==> src/rtl/run_controller.sv <==
// run_controller: sequences processor reset, start pulse and run-to-completion.
// Define RUN_CTRL_TIMEOUT_EN to add a cycle-limit abort (TIMEOUT) to RUN.
module run_controller #(
  parameter int core_count = 4,
  parameter int rst_cycles = 4,
  parameter int cnt_width  = 16
) (
  input  logic                  clk,
  input  logic                  reset,
  input  logic                  go,
  input  logic [core_count-1:0] endop_signal,
  input  logic [cnt_width-1:0]  timeout_limit,
  output logic                  sys_reset,
  output logic                  start,
  output logic                  busy,
  output logic                  done,
  output logic                  timeout,
  output logic [core_count-1:0] done_mask,
  output logic [cnt_width-1:0]  cycle_count
);

  localparam int RC = (rst_cycles < 1) ? 1 : rst_cycles;
  localparam int RW = $clog2(RC + 1);
  localparam logic [RW-1:0] RC_LD = RW'(RC);

  typedef enum logic [2:0] {
    IDLE,
    RST,
    START,
    RUN,
    DONE,
    TIMEOUT
  } state_t;

  state_t state, state_nxt;

  logic [RW-1:0]         rcnt, rcnt_nxt;
  logic                  por;
  logic [core_count-1:0] mask_nxt;
  logic [core_count-1:0] hit;
  logic [cnt_width-1:0]  cnt_nxt;
  logic [cnt_width-1:0]  cnt_inc;
  logic                  all_done;
  logic                  limit_hit;

  // same-edge endops count toward completion
  assign hit      = done_mask | endop_signal;
  assign all_done = &hit;
  assign cnt_inc  = (&cycle_count) ? cycle_count
                  : cycle_count + cnt_width'(1);

`ifdef RUN_CTRL_TIMEOUT_EN
  assign limit_hit = (timeout_limit != '0) &&
                     (cnt_inc == timeout_limit);
`else
  logic unused_limit;
  assign unused_limit = ^timeout_limit;
  assign limit_hit    = 1'b0;
`endif

  always_comb begin
    state_nxt = state;
    rcnt_nxt  = rcnt;
    mask_nxt  = done_mask;
    cnt_nxt   = cycle_count;
    unique case (state)
      IDLE: begin
        if (go) begin
          state_nxt = RST;
          rcnt_nxt  = RC_LD;
          mask_nxt  = '0;
          cnt_nxt   = '0;
        end
      end
      RST: begin
        rcnt_nxt = rcnt - RW'(1);
        if (rcnt == RW'(1)) state_nxt = START;
      end
      START: state_nxt = RUN;
      RUN: begin
        mask_nxt = hit;
        cnt_nxt  = cnt_inc;
        if (all_done)       state_nxt = DONE;
        else if (limit_hit) state_nxt = TIMEOUT;
      end
      DONE, TIMEOUT: begin
        if (!go) state_nxt = IDLE;
      end
      default: state_nxt = IDLE;
    endcase
  end

  always_ff @(posedge clk or negedge reset) begin
    if (!reset) begin
      state       <= IDLE;
      rcnt        <= '0;
      por         <= 1'b1;
      done_mask   <= '0;
      cycle_count <= '0;
    end else begin
      state       <= state_nxt;
      rcnt        <= rcnt_nxt;
      por         <= 1'b0;
      done_mask   <= mask_nxt;
      cycle_count <= cnt_nxt;
    end
  end

  // por keeps the system in reset until the first edge after release
  assign sys_reset = por || (state == RST);
  assign start     = (state == START);
  assign busy      = (state == RST) || (state == START) ||
                     (state == RUN);
  assign done      = (state == DONE);

`ifdef RUN_CTRL_TIMEOUT_EN
  assign timeout = (state == TIMEOUT);
`else
  assign timeout = 1'b0;
`endif

endmodule

==> config.mk <==
export PLATFORM = sky130hd
export DESIGN_NAME = run_controller
export DESIGN_NICKNAME = d
export VERILOG_FILES = /design/src/rtl/run_controller.sv
export SDC_FILE = /design/constraint.sdc
export NUM_CORES = 1
export LEC_CHECK = 0
export ABC_AREA = 1
export CAP_MARGIN = 10
export CORE_ASPECT_RATIO = 0.9
export CORE_MARGIN = 4
export CORE_UTILIZATION = 42
export DETAILED_ROUTE_END_ITERATION = 10
export GPL_ROUTABILITY_DRIVEN = 0
export PLACE_DENSITY = 0.75
export SETUP_SLACK_MARGIN = 0.5
export SLEW_MARGIN = 20
export SYNTH_ARGS = -nofsm -noshare
export SYNTH_HDL_FRONTEND = slang
export SYNTH_SLANG_ARGS = --single-unit
==> constraint.sdc <==
create_clock -name clk -period 1.5 [get_ports clk]
set_input_delay 0.3 -clock clk [delete_from_list [all_inputs] [get_ports clk]]
set_output_delay 0.3 -clock clk [all_outputs]
set_load 0.03 [all_outputs]
# [Word-level counts from Yosys, hierarchy flattened]
# Cells that the tools add are included.
[word_totals] regBits=27 output_inout_bits=25 elab_cells=44
[op_classes] n_addsub=2 eq_ne=11 n_mux=12 n_bitwise=1 n_reduce_logical=13
[ops] cell="16-bit 2-to-1 mux" n=2
[ops] cell="16-bit case mux with 2 select lines" n=1
[ops] cell="16-bit by 1-bit adder with 16-bit output (second input constant)" n=1
[ops] cell="16-bit AND reduction" n=1
[ops] cell="3-bit 2-to-1 mux" n=5
[ops] cell="3-bit case mux with 5 select lines" n=1
[ops] cell="2-bit != test (second input constant)" n=5
[ops] cell="4-bit case mux with 2 select lines" n=1
[ops] cell="4-bit AND reduction" n=2
[ops] cell="3-bit by 1-bit == test with 1-bit output (second input constant)" n=2
[ops] cell="3-bit by 2-bit == test with 1-bit output (second input constant)" n=2
[ops] cell="3-bit == test (second input constant)" n=2
[ops] cell="3-bit case mux with 2 select lines" n=1
[ops] cell="4-bit 2-to-1 mux" n=1
[ops] cell="4-bit OR" n=1
[ops] cell="2-bit AND reduction" n=2
[ops] cell="2-bit nonzero test" n=2
[ops] cell="3-bit zero test" n=1
[ops] cell="1-bit logical OR" n=3
[ops] cell="3-bit AND reduction" n=1
[ops] cell="3-bit by 1-bit subtractor with 3-bit output (second input constant)" n=1
[ops] cell="2-bit OR reduction" n=1

# [Longest topological paths before layout]
[logic_depth] word_depth=4 mapped_depth=10 mapped_depth_nobuf=9

# [Worst setup path after synthesis]
# No wires, ideal clock.
[synth_timing] path_type="register to register" from="register cycle_count[0]" to="register cycle_count[5]" setup_ns=0.074 arrival_time_ns=1.593 t_required_ns=1.426 path_slack_ns=-0.167 stages_incl_launch_ff=11 synth_period_minus_slack_ns=1.667 cell_sequence="dfrtp_1 > ha_1 > nand2_1 > nor2_4 > nand2_4 > nor2_4 > nand2_2 > nand2_4 > buf_6 > nand2_1 > o21ai_2"
[synth_between] elab_chain_len=3
[synth_lines] element="start: declaration" line="19" text="output logic [cnt_width-1:0] cycle_count"
[synth_lines] element="start signal: assignment" line="105" text="cycle_count <= cnt_nxt;"
[synth_lines] element="16-bit by 1-bit adder with 16-bit output / 16-bit AND reduction (equally long branches)" line="50, 49"
[synth_lines] element="16-bit 2-to-1 mux / 2-bit != test (equally long branches)"
[synth_lines] element="16-bit case mux with 2 select lines / 3-bit AND reduction (equally long branches)"
# Several ways; a longest one is shown, not always the timed one. The select of a mux whose other input is x is not followed.
# A chain may end at the register's enable or synchronous reset.

# [Worst setup path in the final report]
[layout_timing] from="register state[0]" to="output sys_reset"
[layout_between] elab_chain_len=2
[layout_lines] element="start: declaration" line="35" text="state_t state, state_nxt;"
[layout_lines] element="start signal: assignment" line="101" text="state <= state_nxt;"
[layout_lines] element="3-bit by 1-bit == test with 1-bit output" line="110" text="assign sys_reset = por || (state == RST);"
[layout_lines] element="1-bit logical OR" line="110"
[layout_lines] element="end: declaration" line="13" text="output logic sys_reset,"
# No other way between the ends.

==> qor.txt <==
result of the run = finished, violations left
failing checks = negative setup slack
1st-iter DRT viols = 146
post-detailed-route wirelength per cell = 15.1 um
total of max-cap violations = 0
final net count = 326
count of final setup violators = 10
average instance area after synthesis = 7.37 um2
first-pass GRT wire length = 7850 um
residual DRC count = 0
routed vias = 1834
total clock buffers created by CTS = 3
category of the worst setup path launch point = register
end-of-flow core utilization = 73.0%
fraction of synthesized cell area taken by the top area cell type = 40.2%
reg-to-reg endpoint = cycle_count[0]$_DFFE_PN0P_
flop2flop setup slack = -0.02 ns
initial antenna violation count = 0
Layout fillers = 270
count of input and output buffers = 30
Die Y = 66.9 um
layout cells sized above 1 = 52.8%
maximum ir drop on the vdd rail = 0.895 mV
critical path startpoint = state[0]$_DFFE_PN0P_
total die area = 4920 um2
worst setup path endpoint = sys_reset
quantity of hold-fixing buffers added after cts = 0
maximum fanout encountered on the critical timing path = 4
final hold violation count = 0
drt via density = 5.32
CTS tree = built
worst min-delay path category = input pin to async pin
pin count of the biggest net entering global routing = 28
worst path required time = 1.20 ns
Power, Total = 4250 uW
maximum level of the CTS H-tree = 1
ANT nets after route = 0
standard-cell rows = 21
initial cell density of the core = 43.4%
arrival time of data at the critical path endpoint = 1.26 ns
Fin Hold WS = 0.367 ns
cell leakage power = 0.00129 uW
Area growth, synth to finish = 68.1%
horizontal extent of the die = 73.5 um
clock tree root driver cell = sky130_fd_sc_hd__clkbuf_8
logic depth of the worst register-to-register path = 9
post-layout minimum cycle time = 1.56 ns
global router's overall resource usage = 20.3%
Setup CP Type = register to output pin
GRT Residual Overflow = 0
core area = 3730 um2
TritonRoute pass-1 iters = 4
Power per Cell Area = 1560 nW/um2
DRT Wirelength = 5220 um
most frequent cells in the layout = sky130_fd_sc_hd__nand2_1 (45), sky130_fd_sc_hd__buf_4 (35), sky130_fd_sc_hd__buf_6 (34)
number of distinct library cell variants in the gate-level netlist after synthesis = 29
register area share after synthesis = 41.8%
worst skew pair latency = 0.28 ns
worst slack after detailed placement = -0.0778 ns
post-synthesis instance area = 1620 um2
number of sinks handled by clock tree synthesis = 27
number of buffers between clock root and the deepest sink = 2
HPWL Detailed = 2940 um
total inserted antenna cells = 0
Max Transition Viols Final = 0
post-layout worst setup margin = -0.0572 ns
capturing element type of the critical path = output pin
Final Cycle Share = 104%
cell types with the largest area share after synthesis = sky130_fd_sc_hd__dfrtp_1 (40%), sky130_fd_sc_hd__nand2_1 (15%), sky130_fd_sc_hd__nand3_1 (8.3%)
clock tree skew after final layout = 0.00839 ns
warnings from Yosys = 0
cell taking the most area after synthesis = sky130_fd_sc_hd__dfrtp_1
count of boundary I/O pins = 48
synthesis-stage register bit count = 27
gate count after technology mapping = 220
commonest non-fill, non-tap cell in the layout = sky130_fd_sc_hd__nand2_1
Clk pin slew, worst setup/hold paths = 0.10 ns
achievable clock frequency = 642 MHz
worst reg2reg startpoint = state[2]$_DFFE_PN0P_
setup repair after global routing missed its margin = yes
via count of the first global-routing pass = 1642
flip-flops by register name, indices dropped and copies added, names as in the netlist:
register / count
rcnt: 3
done_mask: 4
por: 1
state: 3
cycle_count: 16
synth_stat cells (all sizes together):
| master | instances |
|---|---|
| inv | 28 |
| ha | 3 |
| nor3 | 1 |
| nand3 | 28 |
| nand3b | 1 |
| o21ai | 17 |
| or2 | 4 |
| o21bai | 2 |
| dfstp | 1 |
| a21oi | 2 |
| dfrtp | 26 |
| buf | 3 |
| nor2 | 23 |
| nand2 | 68 |
| nand4 | 7 |
| a22o | 2 |
| conb | 1 |
| o211ai | 1 |
| xor2 | 1 |
| o22ai | 1 |
metrics by stage:
stage               instance area, um2  instances   TNS, ns
floorplan                         1730        221         0
global route                      2720        345    -0.920
global placement                  2150        307    -0.275
CTS                               2520        331  -0.00829
finish                            2720        345    -0.190
detailed placement                2150        307    -0.605
logic make-up after synthesis:
family	synth area share [%]
XOR/XNOR	0.541
flip-flops	41.8
AO/OA/AOI/OAI	9.19
buffers and inverters	7.95
other	0.231
adder cells (fa/ha/maj)	2.32
AND/OR/NAND/NOR	38.0
routing by layer:
layer / share of wire (%) / GRT usage (%)
met3: 6.3 / 3.77
met1: 40 / 27.0
met4: 1.5 / 2.71
met5: 0 / 0
met2: 52 / 35.0
power breakdown:
group	internal [uW]	leakage, uW	switching [uW]
combinational	1250	0.000928	1470
clock	191	0.0000228	243
sequential	908	0.000338	193
total	2340	0.00129	1900
critical path, stage by stage, from the launching register on:
cell and delay [ns]:
sky130_fd_sc_hd__dfrtp_2 0.47, sky130_fd_sc_hd__nand2_2 0.11, sky130_fd_sc_hd__inv_2 0.05, sky130_fd_sc_hd__or2_4 0.22, sky130_fd_sc_hd__buf_6 0.14
area by class of cell:
| cell class | instances | area [um2] | area share, % |
|---|---|---|---|
| sequential | 27 | 694 | 25.5 |
| clock buffer | 4 | 45.0 | 1.65 |
| timing repair buffer | 76 | 726 | 26.6 |
| tap | 46 | 57.6 | 2.11 |
| inverter | 28 | 113 | 4.13 |
| multi-input combinational | 164 | 1090 | 40.0 |
how the worst min path moves through the flow:
stage,from,endpoint,depth (start not counted)
finish,reset,cycle_count[13]$_DFFE_PN0P_,2
CTS,reset,cycle_count[14]$_DFFE_PN0P_,2
detailed placement,rcnt[2]$_DFFE_PN0P_,rcnt[2]$_DFFE_PN0P_,2
global route,reset,cycle_count[14]$_DFFE_PN0P_,2
floorplan,reset,cycle_count[0]$_DFFE_PN0P_,0
global placement,rcnt[2]$_DFFE_PN0P_,rcnt[2]$_DFFE_PN0P_,2
timing repair:
item	CTS	global route
endpoints found under the setup margin	50	50
buffers inserted	19	14
cloned	1	0
gates resized for setup	186	30
pin swaps	22	15
Power figures use the tool's default switching activity.
